## src/rtl/csr_file.sv

```systemverilog
// Machine-mode CSR file: scratch, masked mstatus, 64-bit mcycle/minstret (optional mcountinhibit via CSR_COUNTINHIBIT_EN).
// Latency: read data and illegal are combinational; writes land on the next clk edge.
// Backpressure: none; every presented access completes in its own cycle or is rejected via illegal.
module csr_file #(
    parameter int               XLEN         = 32,
    parameter int               NUM_SCRATCH  = 4,
    parameter logic [XLEN-1:0]  STATUS_WMASK = XLEN'(32'h0000_1888)
) (
    input  logic            clk,
    input  logic            nreset,
    input  logic            en_rw,
    input  logic [1:0]      rw_mode,
    input  logic [11:0]     addr,
    input  logic [XLEN-1:0] wdata,
    output logic [XLEN-1:0] rdata,
    output logic            illegal,
    input  logic            instret_inc
);

    localparam logic [4:0]        LP_NS  = 5'(NUM_SCRATCH);
    localparam logic [2*XLEN-1:0] LP_ONE = (2*XLEN)'(1);

    logic [XLEN-1:0]   r_scratch [NUM_SCRATCH];
    logic [XLEN-1:0]   r_mstatus;
    logic [2*XLEN-1:0] r_mcycle;
    logic [2*XLEN-1:0] r_minstret;

    logic            w_hit_scr;
    logic            w_mapped;
    logic            w_ro;
    logic            w_we;
    logic [XLEN-1:0] w_new;
    logic            w_cy_inh;
    logic            w_ir_inh;

`ifdef CSR_COUNTINHIBIT_EN
    localparam logic [XLEN-1:0] LP_INH_MASK = XLEN'(5);
    logic [XLEN-1:0] r_mcountinhibit;
    assign w_cy_inh = r_mcountinhibit[0];
    assign w_ir_inh = r_mcountinhibit[2];
`else
    assign w_cy_inh = 1'b0;
    assign w_ir_inh = 1'b0;
`endif

    assign w_hit_scr = (addr[11:4] == 8'h34) && ({1'b0, addr[3:0]} < LP_NS);
    assign w_ro      = (addr[11:10] == 2'b11);

    // Address decode and pre-write read mux; unmapped addresses read zero.
    always_comb begin
        rdata    = '0;
        w_mapped = 1'b1;
        case (addr)
            12'h300: rdata = r_mstatus;
`ifdef CSR_COUNTINHIBIT_EN
            12'h320: rdata = r_mcountinhibit;
`endif
            12'hB00, 12'hC00: rdata = r_mcycle[XLEN-1:0];
            12'hB80, 12'hC80: rdata = r_mcycle[2*XLEN-1:XLEN];
            12'hB02, 12'hC02: rdata = r_minstret[XLEN-1:0];
            12'hB82, 12'hC82: rdata = r_minstret[2*XLEN-1:XLEN];
            default: begin
                w_mapped = w_hit_scr;
                for (int i = 0; i < NUM_SCRATCH; i++) begin
                    if (w_hit_scr && (addr[3:0] == 4'(i))) rdata = r_scratch[i];
                end
            end
        endcase
    end

    // Reject unmapped targets and any write-type access to the read-only shadows.
    assign illegal = en_rw && (rw_mode != 2'b00) && (!w_mapped || w_ro);
    assign w_we    = en_rw && (rw_mode != 2'b00) && !illegal;

    // Read-modify-write value built from the pre-write read data.
    always_comb begin
        case (rw_mode)
            2'b01:   w_new = wdata;
            2'b10:   w_new = rdata | wdata;
            2'b11:   w_new = rdata & ~wdata;
            default: w_new = rdata;
        endcase
    end

    // Scratch and status registers.
    always_ff @(posedge clk or negedge nreset) begin
        if (!nreset) begin
            r_mstatus <= '0;
            for (int i = 0; i < NUM_SCRATCH; i++) r_scratch[i] <= '0;
        end else if (w_we) begin
            if (addr == 12'h300) r_mstatus <= w_new & STATUS_WMASK;
            for (int i = 0; i < NUM_SCRATCH; i++) begin
                if (w_hit_scr && (addr[3:0] == 4'(i))) r_scratch[i] <= w_new;
            end
        end
    end

`ifdef CSR_COUNTINHIBIT_EN
    // Counter inhibit: only CY (bit0) and IR (bit2) are stored.
    always_ff @(posedge clk or negedge nreset) begin
        if (!nreset)                        r_mcountinhibit <= '0;
        else if (w_we && addr == 12'h320)   r_mcountinhibit <= w_new & LP_INH_MASK;
    end
`endif

    // mcycle: a write to either half replaces that half and cancels the increment.
    always_ff @(posedge clk or negedge nreset) begin
        if (!nreset)                        r_mcycle <= '0;
        else if (w_we && addr == 12'hB00)   r_mcycle[XLEN-1:0] <= w_new;
        else if (w_we && addr == 12'hB80)   r_mcycle[2*XLEN-1:XLEN] <= w_new;
        else if (!w_cy_inh)                 r_mcycle <= r_mcycle + LP_ONE;
    end

    // minstret: same override rule, counting retired instructions.
    always_ff @(posedge clk or negedge nreset) begin
        if (!nreset)                        r_minstret <= '0;
        else if (w_we && addr == 12'hB02)   r_minstret[XLEN-1:0] <= w_new;
        else if (w_we && addr == 12'hB82)   r_minstret[2*XLEN-1:XLEN] <= w_new;
        else if (instret_inc && !w_ir_inh)  r_minstret <= r_minstret + LP_ONE;
    end

endmodule

```

## config.mk

```make
export PLATFORM = sky130hd
export DESIGN_NAME = csr_file
export DESIGN_NICKNAME = d
export VERILOG_FILES = /design/src/rtl/csr_file.sv
export SDC_FILE = /design/constraint.sdc
export NUM_CORES = 1
export LEC_CHECK = 0
export CAP_MARGIN = 20
export CORE_ASPECT_RATIO = 1.5
export CORE_MARGIN = 2
export CORE_UTILIZATION = 61
export DETAILED_ROUTE_END_ITERATION = 16
export PLACE_DENSITY = 0.85
export SKIP_CTS_REPAIR_TIMING = 1
export SLEW_MARGIN = 15
export SYNTH_ARGS = -nofsm -noshare
export SYNTH_HDL_FRONTEND = slang
export SYNTH_SLANG_ARGS = --single-unit
```

## constraint.sdc

```tcl
create_clock -name clk -period 3.1 [get_ports clk]
set_input_delay 0.31 -clock clk [delete_from_list [all_inputs] [get_ports clk]]
set_output_delay 0.31 -clock clk [all_outputs]
set_load 0.05 [all_outputs]
```

Yosys cells after proc, flatten, opt, wreduce, memory -nomap -nowiden
Index checks and enable logic that the tools add are counted.
{"block": "totals", "reg_bits": 260, "output_inout_bits": 33, "in_bits": 50, "elab_cells": 80}
{"block": "classes", "order_cmp": 1, "n_reduce_logical": 31, "mux": 14, "add_sub_neg": 2, "n_bitwise": 4, "n_eq_ne": 19}
{"operator": "$mux 32", "count": 10}
{"operator": "$pmux 32 s5", "count": 1}
{"operator": "$add 64x1->64 const B", "count": 2}
{"operator": "$eq 12x12->1 const B", "count": 8}
{"operator": "$pmux 32 s3", "count": 1}
{"operator": "$mux 64", "count": 1}
{"operator": "$and 32x32->32", "count": 1}
{"operator": "$not 32->32", "count": 1}
{"operator": "$or 32x32->32", "count": 1}
{"operator": "$reduce_and 2->1", "count": 7}
{"operator": "$eq 12x10->1 const B", "count": 1}
{"operator": "$logic_and 1x1->1", "count": 12}
{"operator": "$reduce_or 9->1", "count": 1}
{"operator": "$eq 4x2->1 const B", "count": 2}
{"operator": "$eq 8x6->1 const B", "count": 1}
{"operator": "$reduce_or 2->1", "count": 4}
{"operator": "$eq 2x2->1 const B", "count": 3}
{"operator": "$reduce_bool 2->1", "count": 3}
{"operator": "$eq 4x1->1 const B", "count": 1}
{"operator": "$logic_not 4->1", "count": 1}
{"operator": "$lt 4x3->1 const B", "count": 1}
{"operator": "$ne 2x2->1 const B", "count": 2}
{"operator": "$eq 2x1->1 const B", "count": 1}
{"operator": "$logic_not 1->1", "count": 2}
{"operator": "other kinds (3)", "count": 3}

Longest topological paths before layout
Gate-level depths: netlist of run 1.
{"block": "logic_depth", "ltp_word": 11, "mapped_depth": 10}

Worst setup path before layout of run 1
Ideal clock, no wire load.
{"block": "synth_path", "kind": "input -> register", "startpoint": "input port addr[3]", "endpoint": "register r_scratch[12] (netlist name)", "stages": 10, "t_arrival_ns": 3.192, "slack_ns": -0.181, "t_required_ns": 3.011, "setup_ns": 0.089, "path_cell_list": "buf_2 nor3_1 buf_2 buf_2 a22oi_1 nor2_1 a221oi_1 o21ai_0 o21ai_1 o21ai_0"}
{"block": "synth_via", "elab_chain_cells": 10, "word_cells_on_any_way": 39, "classes_between": "1 x order compare; 12 x eq/ne; 7 x mux; 2 x bitwise; 17 x reduce/logical"}
{"item": "from (decl)", "line_no": "13", "text": "input logic [11:0] addr,"}
{"item": "$lt 4x3->1", "line_no": "46", "text": "assign w_hit_scr = (addr[11:4] == 8'h34) && ({1'b0, addr[3:0]} < LP_NS);"}
{"item": "$logic_and 1x1->1", "line_no": "46"}
{"item": "$logic_and 1x1->1", "line_no": "65", "text": "if (w_hit_scr && (addr[3:0] == 4'(i))) rdata = r_scratch[i];"}
{"item": "$mux 32 (4 in a row)", "line_no": "65"}
{"item": "$pmux 32 s5 (*)", "line_no": "53", "text": "case (addr)"}
{"item": "named net rdata[12]", "line_no": "15", "text": "output logic [XLEN-1:0] rdata,"}
{"item": "$and 32x32->32 or $or 32x32->32 (tied branches)", "line_no": "80, 79"}
{"item": "$pmux 32 s3 (*)", "line_no": "77", "text": "case (rw_mode)"}
{"item": "to (signal, indexed assignment)", "line_no": "93", "text": "if (w_hit_scr && (addr[3:0] == 4'(i))) r_scratch[i] <= w_new;"}
{"item": "to (decl)", "line_no": "23", "text": "logic [XLEN-1:0] r_scratch [NUM_SCRATCH];"}
Mark *: on every way through the listed nets, which the timed path passes. The rest lies on a longest branch.
A chain may end at the register's enable or synchronous reset.

Worst setup path after layout of run 1
{"block": "layout_path", "startpoint": "register r_minstret[8]", "endpoint": "register r_minstret[59]"}
{"block": "layout_via", "elab_chain_cells": 3}
{"item": "from (decl)", "line_no": "26", "text": "logic [2*XLEN-1:0] r_minstret;"}
{"item": "from (signal, indexed assignment)", "line_no": "117", "text": "else if (w_we && addr == 12'hB02) r_minstret[XLEN-1:0] <= w_new;"}
{"item": "from (signal, indexed assignment)", "line_no": "118", "text": "else if (w_we && addr == 12'hB82) r_minstret[2*XLEN-1:XLEN] <= w_new;"}
{"item": "from (signal assigned)", "line_no": "119", "text": "else if (instret_inc && !w_ir_inh) r_minstret <= r_minstret + LP_ONE;"}
{"item": "$add 64x1->64", "line_no": "119"}
{"item": "$mux 64", "line_no": "119"}
{"item": "$mux 32", "line_no": "118"}
No other way between the ends. The select of a mux whose other input is x is not followed.

==> impl_metrics.prom, run 1 <==
# TYPE chip_impl_metric gauge
chip_impl_metric{name="area_fraction_of_the_dominant_cell_type_after_synthesis",unit=""} 0.410
chip_impl_metric{name="route.final.wire_length",unit="microns"} 71500
chip_impl_metric{name="detailed_place_hpwl",unit="microns"} 51200
chip_impl_metric{name="dieHeight",unit="microns"} 201
chip_impl_metric{name="peakVddDrop",unit="V"} 0.000549
chip_impl_metric{name="post_route_cells_drive_above_1_share",unit=""} 0.202
chip_impl_metric{name="max_slew_margin",unit=""} 0.362
chip_impl_metric{name="layout.cell_area.non_filler",unit="sq um"} 20000
chip_impl_metric{name="io_buffers",unit=""} 82
chip_impl_metric{name="grt_antenna_before_repair",unit=""} 5
chip_impl_metric{name="grt_overflow_total",unit=""} 0
chip_impl_metric{name="p_leak",unit="uW"} 0.00867
chip_impl_info{name="rsz0062_at_grt",value="yes"} 1
chip_impl_metric{name="postSynthRegisterBits",unit=""} 260
chip_impl_metric{name="detail_route.wirelength.met1",unit="microns"} 23000
chip_impl_metric{name="routed_wire_length_per_instance",unit="microns"} 29.4
chip_impl_metric{name="p_per_area",unit="nW/um^2"} 404
chip_impl_metric{name="drv_cap",unit=""} 0
chip_impl_metric{name="grt_start_max_net_pins",unit=""} 83
chip_impl_metric{name="fin_nets",unit=""} 2130
chip_impl_metric{name="first_global_vias",unit=""} 17620
chip_impl_metric{name="synth_enable_flop_cells",unit=""} 0
chip_impl_metric{name="timing.critical_path.slowest_cell_delay",unit="ps"} 730
chip_impl_metric{name="syn_area_per_cell",unit="sq um"} 8.64
chip_impl_info{name="tritoncts",value="built"} 1
chip_impl_metric{name="cts_htree_levels",unit=""} 1
chip_impl_metric{name="total_count_of_max_transition_violations_in_the_final_report",unit=""} 0
chip_impl_metric{name="cts_buffer_depth",unit=""} 3
chip_impl_metric{name="cts-buffers-inserted",unit=""} 27
chip_impl_metric{name="clk_transition_reported_paths",unit="ps"} 70
chip_impl_info{name="run_status",value="finished, violations left"} 1
chip_impl_metric{name="hold_viol_final",unit=""} 0
chip_impl_metric{name="detailroute.via_count",unit=""} 17581
chip_impl_metric{name="yosysUniqueCellTypes",unit=""} 88
chip_impl_metric{name="synth.cell_area",unit="sq um"} 15900
chip_impl_info{name="synthFlopType",value="dfrtp_1"} 1
chip_impl_metric{name="grt_pass1_wl",unit="microns"} 106000
chip_impl_metric{name="io-pin-count",unit=""} 83
chip_impl_metric{name="core.rowCount",unit=""} 72
chip_impl_info{name="synth_top_cells_by_area",value="dfrtp_1 41%, nand2_1 6.8%, o21ai_0 6.7%, a21oi_1 4.0%, xnor2_1 3.6%"} 1
chip_impl_metric{name="max_freq",unit="MHz"} 320
chip_impl_info{name="crit_slowest_cell",value="nor4_1"} 1
chip_impl_metric{name="synthesis.instances",unit=""} 1835
chip_impl_metric{name="areaGrowthSynthToFinish",unit="%"} 26.2
chip_impl_info{name="synth.top_cells.by_count",value="287 x nand2_1, 260 x dfrtp_1, 211 x o21ai_0"} 1
chip_impl_metric{name="grt_usage",unit=""} 0.524
chip_impl_metric{name="synthesis.yosys.warnings",unit=""} 0
chip_impl_metric{name="critical_path_required",unit="ps"} 3550
chip_impl_info{name="timing_worst_setup_path_type",value="register to register"} 1
chip_impl_metric{name="fin_skew",unit="ps"} 36.1
chip_impl_info{name="critical_path.cell_chain",value="and4_1, nand4_1, or3_1, nand2b_1, nor4_1, buf_4, a21o_1, a21oi_1"} 1
chip_impl_info{name="clk_root_buffer_cell",value="clkbuf_16"} 1
chip_impl_metric{name="fin_crit_sh",unit=""} 1.01
chip_impl_info{name="yosys.area.top_type",value="dfrtp_1"} 1
chip_impl_metric{name="finalHoldWorstSlack",unit="ps"} 379
chip_impl_metric{name="die_area",unit="sq um"} 27300
chip_impl_metric{name="final_antenna_net_count",unit=""} 0
chip_impl_info{name="startpoint_type_of_the_worst_setup_path",value="register"} 1
chip_impl_metric{name="effective_utilization_at_floorplan",unit=""} 0.617
chip_impl_metric{name="gp_congestion",unit=""} 1.11
chip_impl_info{name="violations",value="negative setup slack"} 1
chip_impl_metric{name="drtPass1Iterations",unit=""} 6
chip_impl_metric{name="worst-endpoint-arrival",unit="ps"} 3580
chip_impl_metric{name="drc",unit=""} 0
chip_impl_metric{name="fin_total_pwr",unit="uW"} 8090
chip_impl_info{name="maxUsedRoutingLayer",value="met5"} 1
chip_impl_metric{name="worstPathMaxFanout",unit=""} 6
chip_impl_metric{name="viasPerCell",unit=""} 7.23
chip_impl_metric{name="die_x",unit="microns"} 136
chip_impl_metric{name="placeable_area",unit="sq um"} 25700
chip_impl_info{name="cp-end-kind",value="register"} 1
chip_impl_metric{name="synth-seq-area-share",unit=""} 0.410
chip_impl_metric{name="period_minus_ws_final",unit="ps"} 3120
chip_impl_metric{name="finalSetupViolations",unit=""} 1
chip_impl_metric{name="met2RoutedLength",unit="microns"} 31700
chip_impl_metric{name="asyncSetResetFlopFracSynth",unit=""} 1.00
chip_impl_info{name="synth_most_common_cell",value="nand2_1"} 1
chip_impl_metric{name="synth_nets",unit=""} 1887
chip_impl_info{name="hp-class",value="input port to asynchronous set/reset pin"} 1
chip_impl_metric{name="dpl-instance-area",unit="sq um"} 19000
chip_impl_metric{name="timing_worst_slew_pin_value",unit="ps"} 949
chip_impl_metric{name="wl_met3",unit="microns"} 8160
chip_impl_metric{name="fin_util",unit=""} 0.779
chip_impl_metric{name="clk_latency",unit="ps"} 580
chip_impl_metric{name="drtIter0Drc",unit=""} 2398
chip_impl_metric{name="cts.sink_count",unit=""} 260
chip_impl_metric{name="final_critical_path_setup_slack",unit="ps"} -23.3
## worst max-delay path: cells and delay by family, from the launching register on
family                 cells  cell delay (ps)
buffers and inverters      1              250
and+or+nand+nor            5             2130
AOI/OAI and AO/OA          2              140
DFF                        1              480
## path summary, 6_finish.rpt
kind                                            from                    endpoint  slack [ps]  cells past startpoint
max                        r_minstret[8]$_DFFE_PN0P_  r_minstret[59]$_DFFE_PN0P_         -20                      8
max in group asynchronous                     nreset   r_minstret[4]$_DFFE_PN0P_        1910                      3
max reg2reg                r_minstret[8]$_DFFE_PN0P_  r_minstret[59]$_DFFE_PN0P_         -20                      8
min reg2reg                r_scratch[11]$_DFFE_PN0P_   r_scratch[11]$_DFFE_PN0P_         480                      2
min                                           nreset   r_scratch[60]$_DFFE_PN0P_         380                      2
min in group clk                          rw_mode[1]   r_minstret[6]$_DFFE_PN0P_         390                      4
## per-stage QoR
stage | worst slack (ps) | setup TNS [ps] | instances
final | -23.3 | -23.3 | 2433
after global routing | -29.1 | -29.1 | 2430
after CTS | -107 | -391 | 2426
after detailed placement | -560 | -15720 | 2378
after global placement | -438 | -7720 | 2378
after floorplan | 270 | 0 | 1835
## layer usage
| metal | vias to the layer above | track usage |
|---|---|---|
| met1 | 8222 | 0.586 |
| met3 | 566 | 0.136 |
| li1 | 7220 | - |
| met5 | - | 0 |
| met2 | 1569 | 0.804 |
| met4 | 4 | 0.487 |
## cells by family (layout without fill, tap and decap cells)
group / count (synthesis) / count (layout) / synth area share
xor+xnor: 77 / 77 / 0.0425
simple gates: 701 / 701 / 0.224
flops: 260 / 260 / 0.410
mux: 84 / 84 / 0.0624
buf+inv: 151 / 413 / 0.0401
other cells: 0 / 3 / 0
fa+ha+maj: 2 / 2 / 0.00158
compound gates: 560 / 560 / 0.219
## power breakdown
group          internal (uW)  total (uW)  switching [uW]
clock                   1790        3280            1490
sequential              3490        3660             170
combinational            442        1150             708
total                   5720        8090            2370
## layout make-up
type | instances | area (sq um)
multi-input cells | 1424 | 8810
inverters | 25 | 93.8
clock buffers | 32 | 734
repair buffers | 340 | 3300
flip-flops and latches | 260 | 6510
fillers | 1738 | 5670
clock inverters | 16 | 134
well taps | 333 | 417
diodes | 3 | 7.51
## sequential cells by signal (all words and copies together), names as in the netlist
name and count:
r_mstatus 4, r_minstret 64, r_mcycle 64, r_scratch 128
## layout by cell type, fill, tap and decap left out, types with 29 or more instances in the layout
cell	netlist	layout
nand2_1	287	283
dfrtp_1	260	260
buf_4	4	236
o21ai_0	211	208
a21oi_1	128	128
nor2_1	108	108
xnor2_1	66	66
mux2i_1	55	55
nand3_1	52	51
buf_12	0	50
clkdlybuf4s50_1	0	43
nor3_1	44	41
nand4_1	41	41
and3_1	29	29
Note: power is estimated with default switching activity, not from simulation.
==> inputs of run 2 (changes only) <==
--- a/config.mk
+++ b/config.mk
@@ -10,7 +10,7 @@
 export CORE_MARGIN = 2
 export CORE_UTILIZATION = 61
 export DETAILED_ROUTE_END_ITERATION = 16
-export PLACE_DENSITY = 0.85
+export PLACE_DENSITY = 0.78
 export SKIP_CTS_REPAIR_TIMING = 1
 export SLEW_MARGIN = 15
 export SYNTH_ARGS = -nofsm -noshare
==> impl_metrics.prom, run 2 (synthesized netlist as in run 1, its figures left out) <==
# TYPE chip_impl_metric gauge
chip_impl_metric{name="total_negative_slack",unit="ps"} 0
chip_impl_metric{name="largest_register_ffs",unit=""} 128
chip_impl_metric{name="die_area",unit="sq um"} 27300
chip_impl_metric{name="p_sw",unit="uW"} 2340
chip_impl_metric{name="die_x",unit="microns"} 136
chip_impl_metric{name="detailed_place_hpwl",unit="microns"} 52600
chip_impl_info{name="hp-class",value="input port to asynchronous set/reset pin"} 1
chip_impl_metric{name="worstPathMaxFanout",unit=""} 9
chip_impl_metric{name="post_layout_nonfiller_instances",unit=""} 2437
chip_impl_metric{name="drc",unit=""} 0
chip_impl_metric{name="hold_viol_final",unit=""} 0
chip_impl_info{name="registers_with_the_most_flip_flops",value="r_scratch (128), r_mcycle (64), r_minstret (64)"} 1
chip_impl_metric{name="cts_htree_levels",unit=""} 1
chip_impl_metric{name="power_frac_clock",unit=""} 0.398
chip_impl_metric{name="core.rowCount",unit=""} 72
chip_impl_metric{name="period_minus_ws_final",unit="ps"} 3080
chip_impl_metric{name="fin_skew",unit="ps"} 22.9
chip_impl_metric{name="max_freq",unit="MHz"} 324
chip_impl_metric{name="drtIter0Drc",unit=""} 2811
chip_impl_metric{name="total_count_of_max_transition_violations_in_the_final_report",unit=""} 0
chip_impl_info{name="reg2reg_from",value="r_mcycle[5]$_DFFE_PN0P_"} 1
chip_impl_metric{name="fin_crit_sh",unit=""} 0.994
chip_impl_metric{name="effective_utilization_at_floorplan",unit=""} 0.617
chip_impl_metric{name="ff2ff_setup_slack",unit="ps"} 230
chip_impl_metric{name="p_leak",unit="uW"} 0.00869
chip_impl_metric{name="power.share.sequential",unit=""} 0.458
chip_impl_metric{name="dieHeight",unit="microns"} 201
chip_impl_metric{name="layout.cell_area.non_filler",unit="sq um"} 20100
chip_impl_metric{name="grt_antenna_before_repair",unit=""} 2
chip_impl_metric{name="detailroute.via_count",unit=""} 17862
chip_impl_metric{name="area_used_by_multi_input_combinational_logic",unit="sq um"} 8810
chip_impl_metric{name="cts.sink_count",unit=""} 260
chip_impl_metric{name="grt_usage",unit=""} 0.537
chip_impl_metric{name="route.final.wire_length",unit="microns"} 72800
chip_impl_info{name="crit-reg2reg-capture",value="r_mcycle[63]$_DFFE_PN0N_"} 1
chip_impl_info{name="commonest_cells_after_routing_fill_and_taps_aside",value="283 x nand2_1, 260 x dfrtp_1, 240 x buf_4"} 1
chip_impl_metric{name="timing_worst_slew_pin_value",unit="ps"} 934
chip_impl_metric{name="drtPass1Iterations",unit=""} 9
chip_impl_metric{name="grt_overflow_total",unit=""} 0
chip_impl_metric{name="pwr-share-comb",unit=""} 0.144
chip_impl_metric{name="placedCellCount",unit=""} 2384
chip_impl_metric{name="critical_path_required",unit="ps"} 2790
chip_impl_metric{name="gp_congestion",unit=""} 1.14
chip_impl_metric{name="finalHoldWorstSlack",unit="ps"} 311
chip_impl_metric{name="cts_buffer_depth",unit=""} 3
chip_impl_metric{name="timing.reg2reg.worst_path_depth",unit=""} 7
chip_impl_metric{name="max_slew_margin",unit=""} 0.373
chip_impl_metric{name="drv_cap",unit=""} 0
chip_impl_metric{name="internal_power",unit="uW"} 5660
chip_impl_metric{name="placeable_area",unit="sq um"} 25700
chip_impl_metric{name="clk_transition_reported_paths",unit="ps"} 70
chip_impl_metric{name="final_antenna_net_count",unit=""} 0
chip_impl_info{name="layout.cells.most_common",value="nand2_1"} 1
chip_impl_metric{name="peakVddDrop",unit="V"} 0.000494
chip_impl_metric{name="ff_latch_area",unit="sq um"} 6510
chip_impl_info{name="timing_worst_setup_path_type",value="input port to primary output"} 1
chip_impl_metric{name="p_per_area",unit="nW/um^2"} 399
chip_impl_metric{name="io_buffers",unit=""} 82
chip_impl_info{name="tritoncts",value="built"} 1
chip_impl_metric{name="clk_latency",unit="ps"} 580
chip_impl_info{name="cp-end-kind",value="primary output"} 1
chip_impl_metric{name="switching_share",unit=""} 0.293
chip_impl_metric{name="cts-buffers-inserted",unit=""} 26
chip_impl_metric{name="io-pin-count",unit=""} 83
chip_impl_metric{name="fin_nets",unit=""} 2136
chip_impl_metric{name="finalSetupViolations",unit=""} 0
chip_impl_metric{name="worst-endpoint-arrival",unit="ps"} 2770
chip_impl_metric{name="fillCellCount",unit=""} 1739
chip_impl_metric{name="grt_pass1_wl",unit="microns"} 108000
chip_impl_metric{name="fin_total_pwr",unit="uW"} 8000
chip_impl_metric{name="routed_wire_length_per_instance",unit="microns"} 29.9
chip_impl_metric{name="dpl-instance-area",unit="sq um"} 19100
chip_impl_info{name="largest_reg_by_ff_count",value="r_scratch"} 1
chip_impl_info{name="startpoint_type_of_the_worst_setup_path",value="input port"} 1
chip_impl_info{name="clk_root_buffer_cell",value="clkbuf_16"} 1
chip_impl_metric{name="grt_start_max_net_pins",unit=""} 79
chip_impl_metric{name="areaGrowthSynthToFinish",unit="%"} 26.5
chip_impl_metric{name="viasPerCell",unit=""} 7.33
chip_impl_info{name="run_status",value="completed"} 1
chip_impl_metric{name="first_global_vias",unit=""} 17364
chip_impl_metric{name="post_route_cells_drive_above_1_share",unit=""} 0.203
==> run 2: area by class of cell <==
class                      count  share of cell area
timing repair buffer         347               0.169
inverter                      25             0.00468
antenna                        2            0.000250
clock buffer                  37              0.0366
multi-input combinational   1424               0.439
clock inverter                 9             0.00480
tap                          333              0.0208
sequential                   260               0.324
==> run 2: per-layer routing <==
metal | global-route usage | wire length, microns
met1 | 0.631 | 23200
met3 | 0.172 | 9880
met5 | 0 | 0
met4 | 0.433 | 8150
met2 | 0.801 | 31500
==> run 2: worst max-delay path by stage <==
stage | from | end | cells past startpoint
after floorplan | addr[2] | r_mcycle[37]$_DFFE_PN0N_ | 10
after global placement | addr[3] | r_scratch[72]$_DFFE_PN0P_ | 10
after detailed placement | addr[8] | r_scratch[72]$_DFFE_PN0P_ | 10
after CTS | addr[8] | rdata[8] | 9
after global routing | addr[5] | rdata[29] | 10
final | addr[8] | rdata[8] | 9
==> run 2: power groups by stage <==
stage	Sequential [uW]	Combinational [uW]	Clock, uW
floorplan	3640	523	0
global placement	3710	1060	0
detailed placement	3710	1080	0
CTS	3650	1090	3160
global route	3670	1200	3300
finish	3670	1150	3180
==> run 2: worst max-delay path, stage by stage <==
cell,delay [ps]
clkdlybuf4s50_1,470
buf_4,130
nand4bb_1,320
a211oi_2,130
buf_4,160
buf_4,200
a221oi_2,630
inv_1,210
buf_12,200
==> run 2: metrics by stage <==
step	worst slack [ps]	utilization
after CTS	-231	0.777
after floorplan	270	-
final	18.2	0.781
after global routing	-63.1	0.781
after detailed placement	-446	0.745
after global placement	-431	0.745
